`src/rtl/sram_arb_pkg.sv`:
```
// rtl/sram_arb_pkg.sv - shared types and defaults for the SSRAM port arbiter
package sram_arb_pkg;

    localparam int ADDR_W_DEFAULT = 6;
    localparam int DATA_W_DEFAULT = 32;
    localparam int NUM_CORES      = 2;

    typedef enum logic [1:0] {
        IDLE,
        READ,
        WRITE,
        DONE
    } arb_state_t;

endpackage

```
`src/rtl/rr_arbiter_2.sv`:
```
// rtl/rr_arbiter_2.sv - two-way round-robin grant decision, purely combinational
module rr_arbiter_2 (
    input  logic [1:0] req,
    input  logic       last_grant,
    output logic       gnt_valid,
    output logic       gnt_idx
);

    always_comb begin
        gnt_valid = |req;
        gnt_idx   = 1'b0;
        case (req)
            2'b01:   gnt_idx = 1'b0;
            2'b10:   gnt_idx = 1'b1;
            2'b11:   gnt_idx = ~last_grant;
            default: gnt_idx = 1'b0;
        endcase
    end

endmodule

```
`src/rtl/sram_arbiter.sv`:
```
// rtl/sram_arbiter.sv - shares one SSRAM port between two L1 caches, one whole transaction per grant
module sram_arbiter
    import sram_arb_pkg::*;
#(
    parameter int ADDR_W = ADDR_W_DEFAULT,
    parameter int DATA_W = DATA_W_DEFAULT,
    parameter int RD_LAT = 2
) (
    input  logic                 new_clock,
    input  logic                 reset,
    input  logic [NUM_CORES-1:0] req,
    input  logic [NUM_CORES-1:0] we,
    input  logic [ADDR_W-1:0]    addr0,
    input  logic [ADDR_W-1:0]    addr1,
    input  logic [DATA_W-1:0]    wd0,
    input  logic [DATA_W-1:0]    wd1,
    output logic [DATA_W-1:0]    rdata,
    output logic [NUM_CORES-1:0] done,
    output logic [NUM_CORES-1:0] StallMe,
    output logic [ADDR_W-1:0]    memory_address_out,
    output logic [DATA_W-1:0]    SRAM_WD,
    input  logic [DATA_W-1:0]    SRAM_RD,
    output logic                 SRAMGW,
    output logic                 SRAMOE,
    output logic [NUM_CORES-1:0] Invalidate,
    output logic [ADDR_W-1:0]    inval_addr
);

    // RD_LAT is 1..7, so the last wait count always fits in three bits
    localparam logic [2:0] WAIT_LAST = 3'(RD_LAT - 1);

    arb_state_t          state;
    arb_state_t          next_state;
    logic                gnt_valid;
    logic                gnt_idx;
    logic                gnt;
    logic                last_grant;
    logic                we_q;
    logic [2:0]          wait_cnt;
    logic                sel_we;
    logic [ADDR_W-1:0]   sel_addr;
    logic [DATA_W-1:0]   sel_wd;

    rr_arbiter_2 u_rr (
        .req        (req),
        .last_grant (last_grant),
        .gnt_valid  (gnt_valid),
        .gnt_idx    (gnt_idx)
    );

    assign sel_we   = we[gnt_idx];
    assign sel_addr = gnt_idx ? addr1 : addr0;
    assign sel_wd   = gnt_idx ? wd1 : wd0;

    always_ff @(posedge new_clock) begin
        if (reset) begin
            state <= IDLE;
        end else begin
            state <= next_state;
        end
    end

    always_comb begin
        next_state = state;
        done       = '0;
        Invalidate = '0;
        case (state)
            IDLE: begin
                if (gnt_valid) begin
                    next_state = sel_we ? WRITE : READ;
                end
            end
            READ: begin
                if (wait_cnt == WAIT_LAST) begin
                    next_state = DONE;
                end
            end
            WRITE: next_state = DONE;
            DONE: begin
                next_state = IDLE;
                done[gnt] = 1'b1;
                if (we_q) begin
                    Invalidate[~gnt] = 1'b1;
                end
            end
            default: next_state = IDLE;
        endcase
    end

    // memory_address_out doubles as the latched transaction address
    assign inval_addr = memory_address_out;
    assign StallMe    = req & ~done;

    always_ff @(posedge new_clock) begin
        if (reset) begin
            last_grant         <= 1'b1;
            gnt                <= 1'b0;
            we_q               <= 1'b0;
            wait_cnt           <= 3'd0;
            memory_address_out <= '0;
            SRAM_WD            <= '0;
            rdata              <= '0;
            SRAMGW             <= 1'b1;
            SRAMOE             <= 1'b1;
        end else begin
            case (state)
                IDLE: begin
                    if (gnt_valid) begin
                        gnt                <= gnt_idx;
                        last_grant         <= gnt_idx;
                        we_q               <= sel_we;
                        memory_address_out <= sel_addr;
                        SRAM_WD            <= sel_wd;
                        wait_cnt           <= 3'd0;
                        SRAMOE             <= sel_we;
                        SRAMGW             <= ~sel_we;
                    end
                end
                READ: begin
                    if (wait_cnt == WAIT_LAST) begin
                        rdata    <= SRAM_RD;
                        SRAMOE   <= 1'b1;
                        wait_cnt <= 3'd0;
                    end else begin
                        wait_cnt <= wait_cnt + 3'd1;
                    end
                end
                WRITE: SRAMGW <= 1'b1;
                default: ;
            endcase
        end
    end

endmodule

```
`config.mk`:
```
export PLATFORM = sky130hd
export DESIGN_NAME = sram_arbiter
export DESIGN_NICKNAME = d
export VERILOG_FILES = /design/src/rtl/sram_arb_pkg.sv /design/src/rtl/rr_arbiter_2.sv /design/src/rtl/sram_arbiter.sv
export SDC_FILE = /design/constraint.sdc
export NUM_CORES = 1
export LEC_CHECK = 0
export CAP_MARGIN = 15
export CORE_MARGIN = 4
export CORE_UTILIZATION = 39
export DETAILED_ROUTE_END_ITERATION = 6
export PLACE_DENSITY_LB_ADDON = 0.05
export SKIP_CTS_REPAIR_TIMING = 1
export SLEW_MARGIN = 20
export SYNTH_ARGS = -nofsm -noshare
export SYNTH_HDL_FRONTEND = slang
export SYNTH_SLANG_ARGS = --single-unit
```
`constraint.sdc`:
```
create_clock -name new_clock -period 2.1 [get_ports new_clock]
set_input_delay 0.42 -clock new_clock [delete_from_list [all_inputs] [get_ports new_clock]]
set_output_delay 0.42 -clock new_clock [all_outputs]
set_load 0.01 [all_outputs]
```
# After elaboration in Yosys (flattened, before gate mapping)
# Index checks and enable logic that the tools add are counted.
dict set report op_classes {
  n_eq_ne 8
  bitwise_logic 5
  n_addsub 1
  order_cmp 5
  mux 24
  n_reduce_logical 12
}
# operator n
set op_table {}
lappend op_table {{2-to-1 mux 32 bit} 1}
lappend op_table {{2-to-1 mux 2 bit} 6}
lappend op_table {{AND reduction 2 bit} 5}
lappend op_table {{== test 2 bit, second input constant} 4}
lappend op_table {{case mux 2 bit (4 select lines)} 1}
lappend op_table {{2-to-1 mux 1 bit} 7}
lappend op_table {{< comparator 1 x 2 -> 1 bit, second input constant} 3}
lappend op_table {{2-to-1 mux 3 bit} 2}
lappend op_table {{2-to-1 mux 6 bit} 1}
lappend op_table {{case mux 1 bit (2 select lines)} 3}
lappend op_table {{case mux 3 bit (2 select lines)} 1}
lappend op_table {{!= test 2 bit, second input constant} 2}
lappend op_table {{nonzero test 2 bit} 2}
lappend op_table {{adder 3 x 1 -> 3 bit, second input constant} 1}
lappend op_table {{== test 3 x 1 -> 1 bit, second input constant} 1}
lappend op_table {{NOT 1 bit} 3}
lappend op_table {{AND reduction 3 bit} 1}
lappend op_table {{AND 2 bit} 1}
lappend op_table {{demux 1 bit (select 1 bit)} 2}
lappend op_table {{== test 2 x 1 -> 1 bit, second input constant} 1}
lappend op_table {{greater-or-equal comparator 1 bit, second input constant} 2}
lappend op_table {{logical AND 1 bit} 2}
lappend op_table {{logical NOT 2 bit} 1}
lappend op_table {{NOT 2 bit} 1}
lappend op_table {{OR reduction 2 bit} 1}
dict set report word_totals {
  register_bits 80
  out_inout_bits 84
  wordCells 65
  input_bits 114
}

# Longest topological paths before layout
# Gate-level depths: netlist of the first run.
dict set report depth {
  ltp_word 7
  ltp_mapped 7
  depth_no_buf 5
}

# Cells and area by module
# A second synthesis of the first run with hierarchy kept.
dict set report hier_totals {
  hier_cells 389
  hier_area_um2 3427.0
}
# module n_inst area_per_inst_um2 cells_per_inst seq_area_each_um2
set by_module_without_submodules {}
lappend by_module_without_submodules {sram_arbiter 1 3413.3 387 1601.5}
lappend by_module_without_submodules {rr_arbiter_2 1 13.8 2 0.0}

# Worst setup path before layout of the first run
# No wires, ideal clock.
dict set report synth_path {
  path_kind {reg-to-reg}
  from {register state[0]}
  to {register wait_cnt[1]}
  setup_time_ns 0.070
  required_ns 2.030
  path_slack_ns 0.494
  stages_incl_launch_ff 7
  t_arrival_ns 1.536
  period_less_slack_ns 1.606
  path_buffers 1
  path_cell_list {dfxtp_1 -> inv_1 -> ha_1 -> buf_2 -> nor3b_2 -> or4b_1 -> a21oi_1}
}
dict set report synth_via {
  elab_chain_cells 3
  elab_cells_between_ends 6
  cone_classes {eq/ne (2); mux (1); reduce/logical (3)}
}
# element line
set synth_rtl {}
lappend synth_rtl {{start, declared} sram_arbiter.sv:32} ;# arb_state_t state;
lappend synth_rtl {{start signal, assigned} sram_arbiter.sv:59} ;# state <= next_state;
lappend synth_rtl {{== test 2 x 1 -> 1 bit or logical NOT 2 bit (tied branches)} sram_arbiter.sv:106} ;# case (state)
lappend synth_rtl {{nonzero test 2 bit (no line) or != test 2 bit (tied branches)} n/a}
lappend synth_rtl {{AND reduction 2 bit (no line)} n/a}
lappend synth_rtl {{end signal, assigned} sram_arbiter.sv:125} ;# wait_cnt <= wait_cnt + 3'd1;
lappend synth_rtl {{end, declared} sram_arbiter.sv:39} ;# logic [2:0] wait_cnt;
# Parallel ways exist; a longest one is shown, timed or not.
# A chain may end at the register's enable or synchronous reset.

# Worst setup path in the final report of the first run
dict set report layout_path {
  from {register state[1]}
  to {output port Invalidate[0]}
}
dict set report layout_via {
  elab_chain_cells 2
}
# element line
set layout_rtl {}
lappend layout_rtl {{== test 2 bit} sram_arbiter.sv:67} ;# case (state)
lappend layout_rtl {{2-to-1 mux 2 bit} sram_arbiter.sv:67}
lappend layout_rtl {{end, declared} sram_arbiter.sv:25} ;# output logic [NUM_CORES-1:0] Invalidate,
# No other way between the ends.

==> results.cfg, run 1 <==
[cells_and_area]
num_antenna_cells = 0
regArea_um2 = 1600
nets = 696
syn2layout_area_growth_pct = 64.1
multi_input_area_um2 = 1790
post-route-util = 0.667
layout_common_cells = clkdlybuf4s50_1 (192), dfxtp_1 (78), nand2_1 (68), nor2_1 (41)
final_common_cell = clkdlybuf4s50_1
final_cells = 690
drive_gt1_frac = 0.113
nFillCells = 743

[logic_synthesis]
ys_seq_area_frac = 0.445
synth_nets = 511
synthArstFlopShare = 0
ys_seq_elements = 80
synth_edf_count = 0
avgSynthCellArea_um2 = 9.17
yosysUniqueCellTypes = 43
netlist.area_leader.share = 0.445
netlist_area_um2 = 3600
netlist_instances = 392
yosysWarnings = 0
synth_area_leaders = dfxtp_1 (45%), mux2i_1 (11%), a211oi_2 (7.7%)
yosysTopAreaCell = dfxtp_1
ys.flop_type = dfxtp_1

[timing]
finalSetupViolations = 0
relSlewSlack = 0.652
drv_slew = 0
period_needed_ps = 2010
skew_ps = 7.64
hold_viol = 0
period_share = 0.956
fin_tns_setup_ps = 0
rsz0062_at_grt = no
worstMarginPinSlew_ps = 520
fmax_mhz = 498

[clock_tree]
cts_buffer_depth = 2
cts_max_level = 3
cts_tree = done
cts.sinks = 80
root_buffer = clkbuf_8
path_clk_slew_ps = 90
insertion_delay_ps = 350
cts_buffers = 9

[global_route]
grt_pass1_wl_mm = 17.3
grt_start_max_net_pins = 53
antenna_found_initial = 0
track_usage = 0.194
grt_pass1_vias = 3416
grt_overflow = 0

[pwr]
vdd_ir_drop_max_mv = 0.463
power_density_nw_per_um2 = 990
leakagePower_nw = 2.21

[floorplan]
initial_core_util = 0.406
die_height_um = 104
fp.dieW_um = 104
rows = 34
die_area_um2 = 10800
core_area_um2 = 8850
pin_count = 198

[status]
status = complete, no violations

[worst_setup_path]
path_delay_family = buffers and inverters
endpoint_kind = output port
r2r_start = state[1]
r2r_end = state[1]
ff2ff_path_depth = 5
path_max_fanout = 4
slowest_delay_ps = 530
path_cells = ha_2 -> and3_1 -> clkdlybuf4s50_1
critical_path_class = reg -> out
path_buf_inv = 1
cp-start-kind = register
worst_path_max_delay_cell = clkdlybuf4s50_1
arrival_ps = 1590
cp.depth = 3
r2r_setup_slack_ps = 240
critical_path_required_ps = 1680

[routing]
drtIter0Drc = 91
wl_per_cell_um = 15.6
routed_via_density = 4.96
drt_wl_total_mm = 10.8
drc = 0
antenna_left = 0
drt_first_pass_iters = 4
route.vias.total = 3419

[placement]
dp_cells = 674
place_congestion = 0.780
port_buffers = 197
dp_hpwl_mm = 8.13

[worst_hold_path]
min_from = rdata[18]
hold_class = reg -> reg
min_path_cells = 2
hold_end = rdata[18]

[run]
maxCapViolCount = 0
[worst min-delay path: stages, from the launching register on]
cell,delay (ps)
dfxtp_1,320
nand2_1,50
a21oi_1,50
[synth_stat cells (all sizes together) (2+ instances only)]
cell type / instances
mux2i: 38
or3b: 2
inv: 6
nor3: 2
a2111oi: 2
nand2: 68
a21oi: 38
nor2: 41
nor2b: 3
and4b: 2
buf: 21
a211oi: 39
clkbuf: 17
o21a: 2
dfxtp: 80
and2: 3
ha: 5
o21ai: 3
a221oi: 2
[worst max-delay path by stage]
stage                     startpoint            end
after floorplan             state[0]    wait_cnt[1]
after global placement        req[1]     StallMe[1]
after detailed placement      req[1]     StallMe[1]
after CTS                   state[1]  Invalidate[1]
after global routing        state[1]  Invalidate[0]
final                       state[1]  Invalidate[0]
[report_power, final]
part | total [mW] | switching, mW | internal [mW]
Combinational | 2.57 | 1.22 | 1.35
Sequential | 2.03 | 0.186 | 1.84
Clock | 1.25 | 0.577 | 0.671
[cell families after synthesis]
logic type,after synthesis,share of synthesized area
muxes,38,0.106
adders and majority gates,5,0.0174
and+or+nand+nor,129,0.158
DFF,80,0.445
AOI/OAI and AO/OA,96,0.210
buffers and inverters,44,0.0640
[metal layers]
metal | GRT usage | vias up | wire length [µm]
met1 | 0.219 | 1561 | 4420
met5 | 0 | - | 0
met3 | 0.0633 | 8 | 859
li1 | - | 1725 | -
met2 | 0.345 | 125 | 5420
met4 | 0.0627 | 0 | 72
[stage by stage]
step / hold WS, ps / total power, mW / area (µm²) / worst slack, ps
after global routing: 484 / 6.23 / 5900 / 12.1
after floorplan: 481 / 3.48 / 3600 / 494
after global placement: 441 / 4.58 / 5660 / 35.5
final: 459 / 5.84 / 5900 / 92.1
after detailed placement: 450 / 4.64 / 5660 / 15.0
after CTS: 462 / 5.92 / 5880 / -178
[registers in the layout, indices dropped and copies added (netlist names)]
name,flops
wait_cnt,3
state,2
last_grant,1
we_q,1
gnt,1
inval_addr,6
rdata,32
SRAMOE,1
SRAMGW,1
SRAM_WD,32
[layout make-up]
| type | count | share of cell area |
|---|---|---|
| multi-input combinational | 268 | 0.303 |
| inverter | 6 | 0.00382 |
| clock inverter | 7 | 0.0163 |
| timing repair buffer | 212 | 0.361 |
| tap | 108 | 0.0229 |
| clock buffer | 9 | 0.0210 |
| sequential | 80 | 0.272 |
Note: power is estimated with default switching activity, not from simulation.
==> run 2, diff against run 1 <==
- CORE_MARGIN: 4 -> not set
- CTS_CLUSTER_SIZE: not set -> 10
==> run 2 against run 1 <==
Effect of this change: the run now ends with design-rule violations left; via count grew 1.5%; register-to-register slack improved by 30 ps; clock skew increased by 2.4 ps; routed wire length fell by 6.5%; sequential power is essentially flat; fmax is 0.76% lower; utilization increased by 0.066 points; combinational power decreased by 2%; sequential cell count unchanged; die area fell by 11%; sequential share of layout area rose by 0.10 points; count of clock-buffer cells in the layout unchanged; critical endpoint is now done[1]; largest power group unchanged; highest routed layer unchanged.
==> results.cfg, run 2 (synthesized netlist as in run 1, its figures left out) <==
[pwr]
power_density_nw_per_um2 = 975
p_int_mw = 3.72
p_sw_mw = 2.01
leakagePower_nw = 2.19
switching_share = 0.350
comb_power_share = 0.440
clkPwrFrac = 0.206
p_seq_frac = 0.354
power_mw = 5.73
vdd_ir_drop_max_mv = 0.475

[cells_and_area]
nets = 696
layout_common_cells = clkdlybuf4s50_1 (192), dfxtp_1 (78), nand2_1 (68), nor2_1 (41)
final_cells = 690
syn2layout_area_growth_pct = 63.5
final_common_cell = clkdlybuf4s50_1
drive_gt1_frac = 0.113
num_antenna_cells = 0
nFillCells = 718
post-route-util = 0.668

[clock_tree]
cts_buffers = 9
cts.sinks = 80
cts_max_level = 3
path_clk_slew_ps = 90
insertion_delay_ps = 360
root_buffer = clkbuf_8
cts_tree = done
cts_buffer_depth = 2

[worst_setup_path]
endpoint_kind = output port
arrival_ps = 1600
critical_path_class = reg -> out
path_max_fanout = 3
slowest_delay_ps = 540
path_buf_inv = 1
path_delay_family = buffers and inverters
worst_path_max_delay_cell = clkdlybuf4s50_1
critical_path_required_ps = 1680
path_cells = ha_2 -> and2_1 -> clkdlybuf4s50_1
cp-start-kind = register

[floorplan]
rows = 34
pin_count = 198
core_area_um2 = 8810
fp.dieW_um = 98.0
die_height_um = 98.0
die_area_um2 = 9610
initial_core_util = 0.408

[timing]
fmax_mhz = 494
worstMarginPinSlew_ps = 501
relSlewSlack = 0.664
finalSetupViolations = 0
skew_ps = 10.1
hold_viol = 0
period_share = 0.963
rsz0062_at_grt = no
drv_slew = 0
period_needed_ps = 2020

[routing]
antenna_left = 0
routed_via_density = 5.03
drt_wl_total_mm = 10.1
drc = 16
wl_per_cell_um = 14.6
route.vias.total = 3470
drtIter0Drc = 103
drt_first_pass_iters = 6

[placement]
place_congestion = 0.807
dp_cells = 674
dp_hpwl_mm = 7.45
port_buffers = 197

[status]
status = complete, but fails checks
violations = design-rule violations

[worst_hold_path]
hold_class = in -> reg

[global_route]
grt_pass1_vias = 3353
grt_start_max_net_pins = 53
antenna_found_initial = 0
track_usage = 0.212
grt_pass1_wl_mm = 16.4
grt_overflow = 0

[run]
maxCapViolCount = 0
-- run 2: metal layers --
| layer | track usage | vias up | share of wire |
|---|---|---|---|
| met5 | 0 | - | 0 |
| met4 | 0.0839 | 0 | 0.016 |
| met3 | 0.0494 | 12 | 0.075 |
| met2 | 0.357 | 130 | 0.48 |
| met1 | 0.261 | 1597 | 0.42 |
| li1 | - | 1731 | - |
-- run 2: power groups by stage --
stage | clock network, mW | registers, mW | logic [mW]
after global routing | 1.27 | 2.08 | 2.74
after floorplan | 0 | 2.16 | 1.32
after global placement | 0 | 2.05 | 2.48
after CTS | 1.21 | 2.03 | 2.55
after detailed placement | 0 | 2.06 | 2.54
final | 1.18 | 2.03 | 2.52
-- run 2: final timing paths --
kind,startpoint,to,cells after the start,slack (ps)
max,state[0],done[1],3,80
min reg2reg,rdata[5],rdata[5],2,460
max reg2reg,state[0],state[1],5,270
min,reset,rdata[25],2,380
-- run 2: metrics by stage --
stage	setup TNS [ps]	setup WS, ps	hold WS, ps	cell area, µm²
2_1_floorplan	0	494	481	3600
3_3_place_gp	0	68.4	442	5660
3_5_place_dp	0	71.4	446	5660
4_1_cts	-456	-184	379	5860
5_1_grt	0	16.9	386	5880
6_report	0	76.7	378	5880
-- run 2: layout make-up --
| class | count | area [µm²] | area share |
|---|---|---|---|
| clock buffer | 9 | 124 | 0.0211 |
| timing repair buffer | 212 | 2130 | 0.362 |
| sequential | 80 | 1600 | 0.273 |
| clock inverter | 7 | 78.8 | 0.0134 |
| multi-input combinational | 268 | 1790 | 0.304 |
| inverter | 6 | 22.5 | 0.00383 |
| tap | 108 | 135 | 0.0230 |
==> run 3, diff against run 2 <==
- SKIP_CTS_REPAIR_TIMING: 1 -> not set
==> run 3 against run 2 <==
Effect of this change: global-route usage hardly changed; sequential power hardly changed; register-to-register slack hardly changed; critical endpoint unchanged; sequential share of layout area hardly changed; cell count stayed put; largest power group unchanged; final area is 0.15% lower; the run still ends with design-rule violations left; clock skew hardly changed; critical path depth stayed put; largest cell class unchanged.
==> results.cfg, run 3 (synthesized netlist as in run 1, its figures left out) <==
[status]
status = complete, but fails checks
violations = design-rule violations

[pwr]
p_seq_frac = 0.354
leakagePower_nw = 2.14
power_density_nw_per_um2 = 977
p_int_mw = 3.72
clkPwrFrac = 0.206
vdd_ir_drop_max_mv = 0.475
switching_share = 0.350
p_sw_mw = 2.01
comb_power_share = 0.439

[floorplan]
fp.dieW_um = 98.0
die_height_um = 98.0
rows = 34
core_area_um2 = 8810
initial_core_util = 0.408
pin_count = 198
die_area_um2 = 9610

[clock_tree]
cts.sinks = 80
cts_tree = done
cts_buffer_depth = 2
path_clk_slew_ps = 90
cts_buffers = 9
postCtsSetupRepairBufs = 0
insertion_delay_ps = 360
root_buffer = clkbuf_8
cts_max_level = 3

[worst_setup_path]
critical_path_required_ps = 1680
endpoint_kind = output port
path_max_fanout = 3
arrival_ps = 1630
critical_path_class = reg -> out
slowest_delay_ps = 540
worst_path_max_delay_cell = clkdlybuf4s50_1
cp-start-kind = register
path_cells = ha_2 -> and2_1 -> clkdlybuf4s50_1

[routing]
drt_first_pass_iters = 6
wl_per_cell_um = 14.6
routed_via_density = 5.02
route.vias.total = 3461
drc = 16
drt_wl_total_mm = 10.1
drtIter0Drc = 97
antenna_left = 0

[cells_and_area]
post-route-util = 0.667
syn2layout_area_growth_pct = 63.3
final_common_cell = clkdlybuf4s50_1
drive_gt1_frac = 0.113
layout_common_cells = clkdlybuf4s50_1 (193), dfxtp_1 (78), nand2_1 (68), nor2_1 (41)
num_antenna_cells = 0
nFillCells = 721
nets = 696

[timing]
drv_slew = 0
hold_viol = 0
fmax_mhz = 488
finalSetupViolations = 0
period_needed_ps = 2050
relSlewSlack = 0.666
fin_tns_setup_ps = 0
period_share = 0.975
worstMarginPinSlew_ps = 498
holdWs_ps = 377
skew_ps = 9.87
rsz0062_at_grt = no

[global_route]
grt_pass1_wl_mm = 16.4
antenna_found_initial = 0
grt_start_max_net_pins = 53
track_usage = 0.212
grt_pass1_vias = 3356
grt_overflow = 0

[placement]
dp_hpwl_mm = 7.45
place_congestion = 0.807
port_buffers = 197

[run]
maxCapViolCount = 0

[worst_hold_path]
hold_class = in -> reg
## run 3: changes by cell type in the layout (fill, tap and decap cells not counted)
cell / before / now
dlymetal6s2s_1: 4 / 0
dlygate4sd2_1: 0 / 3
clkdlybuf4s50_1: 192 / 193
nor2b_2: 1 / 0
nor2b_4: 0 / 1
## run 3: power by group through the flow
stage	registers, mW	logic (mW)	clock network, mW
after detailed placement	2.06	2.54	0
after CTS	2.03	2.55	1.21
after global placement	2.05	2.48	0
after floorplan	2.16	1.32	0
after global routing	2.08	2.74	1.27
final	2.03	2.52	1.18
## run 3: final timing paths
path | slack [ps] | cells after the start | start | to
worst max-delay path | 50 | 3 | state[0] | done[1]
worst min-delay path | 380 | 2 | reset | rdata[25]
worst max register to register | 280 | 5 | state[1] | state[1]
worst min register to register | 460 | 2 | rdata[5] | rdata[5]
## run 3: worst max-delay path: cells and delay by family (launching register included)
family	cells	cell delay, ps
flops	1	380
simple gates	1	160
buf+inv	1	540
fa+ha+maj	1	200
## run 3: area by class of cell
type,count,area (µm²),share of cell area
Clock buffer,9,124,0.0211
Multi-Input combinational cell,268,1790,0.305
Inverter,6,22.5,0.00384
Tap cell,108,135,0.0230
Sequential cell,80,1600,0.273
Timing Repair Buffer,212,2120,0.360
Clock inverter,7,78.8,0.0134
## run 3: metal layers
metal | wire length (µm) | global-route usage | vias to the layer above
li1 | - | - | 1730
met1 | 4300 | 0.261 | 1593
met2 | 4870 | 0.358 | 126
met3 | 751 | 0.0494 | 12
met4 | 161 | 0.0839 | 0
met5 | 0 | 0 | -
## run 3: through the flow
step / cells / worst slack [ps] / instance area [µm²] / power (mW)
floorplan: 392 / 494 / 3600 / 3.48
finish: 690 / 52.3 / 5870 / 5.73
global placement: 674 / 68.4 / 5660 / 4.53
CTS: 690 / 46.4 / 5870 / 5.79
global route: 690 / 8.87 / 5870 / 6.09
detailed placement: 674 / 71.4 / 5660 / 4.60
## run 3: what timing repair did
action	4_1_cts	5_1_grt
hold buffers	0	0
setup endpoints to repair	4	0
gates resized for setup	8	0
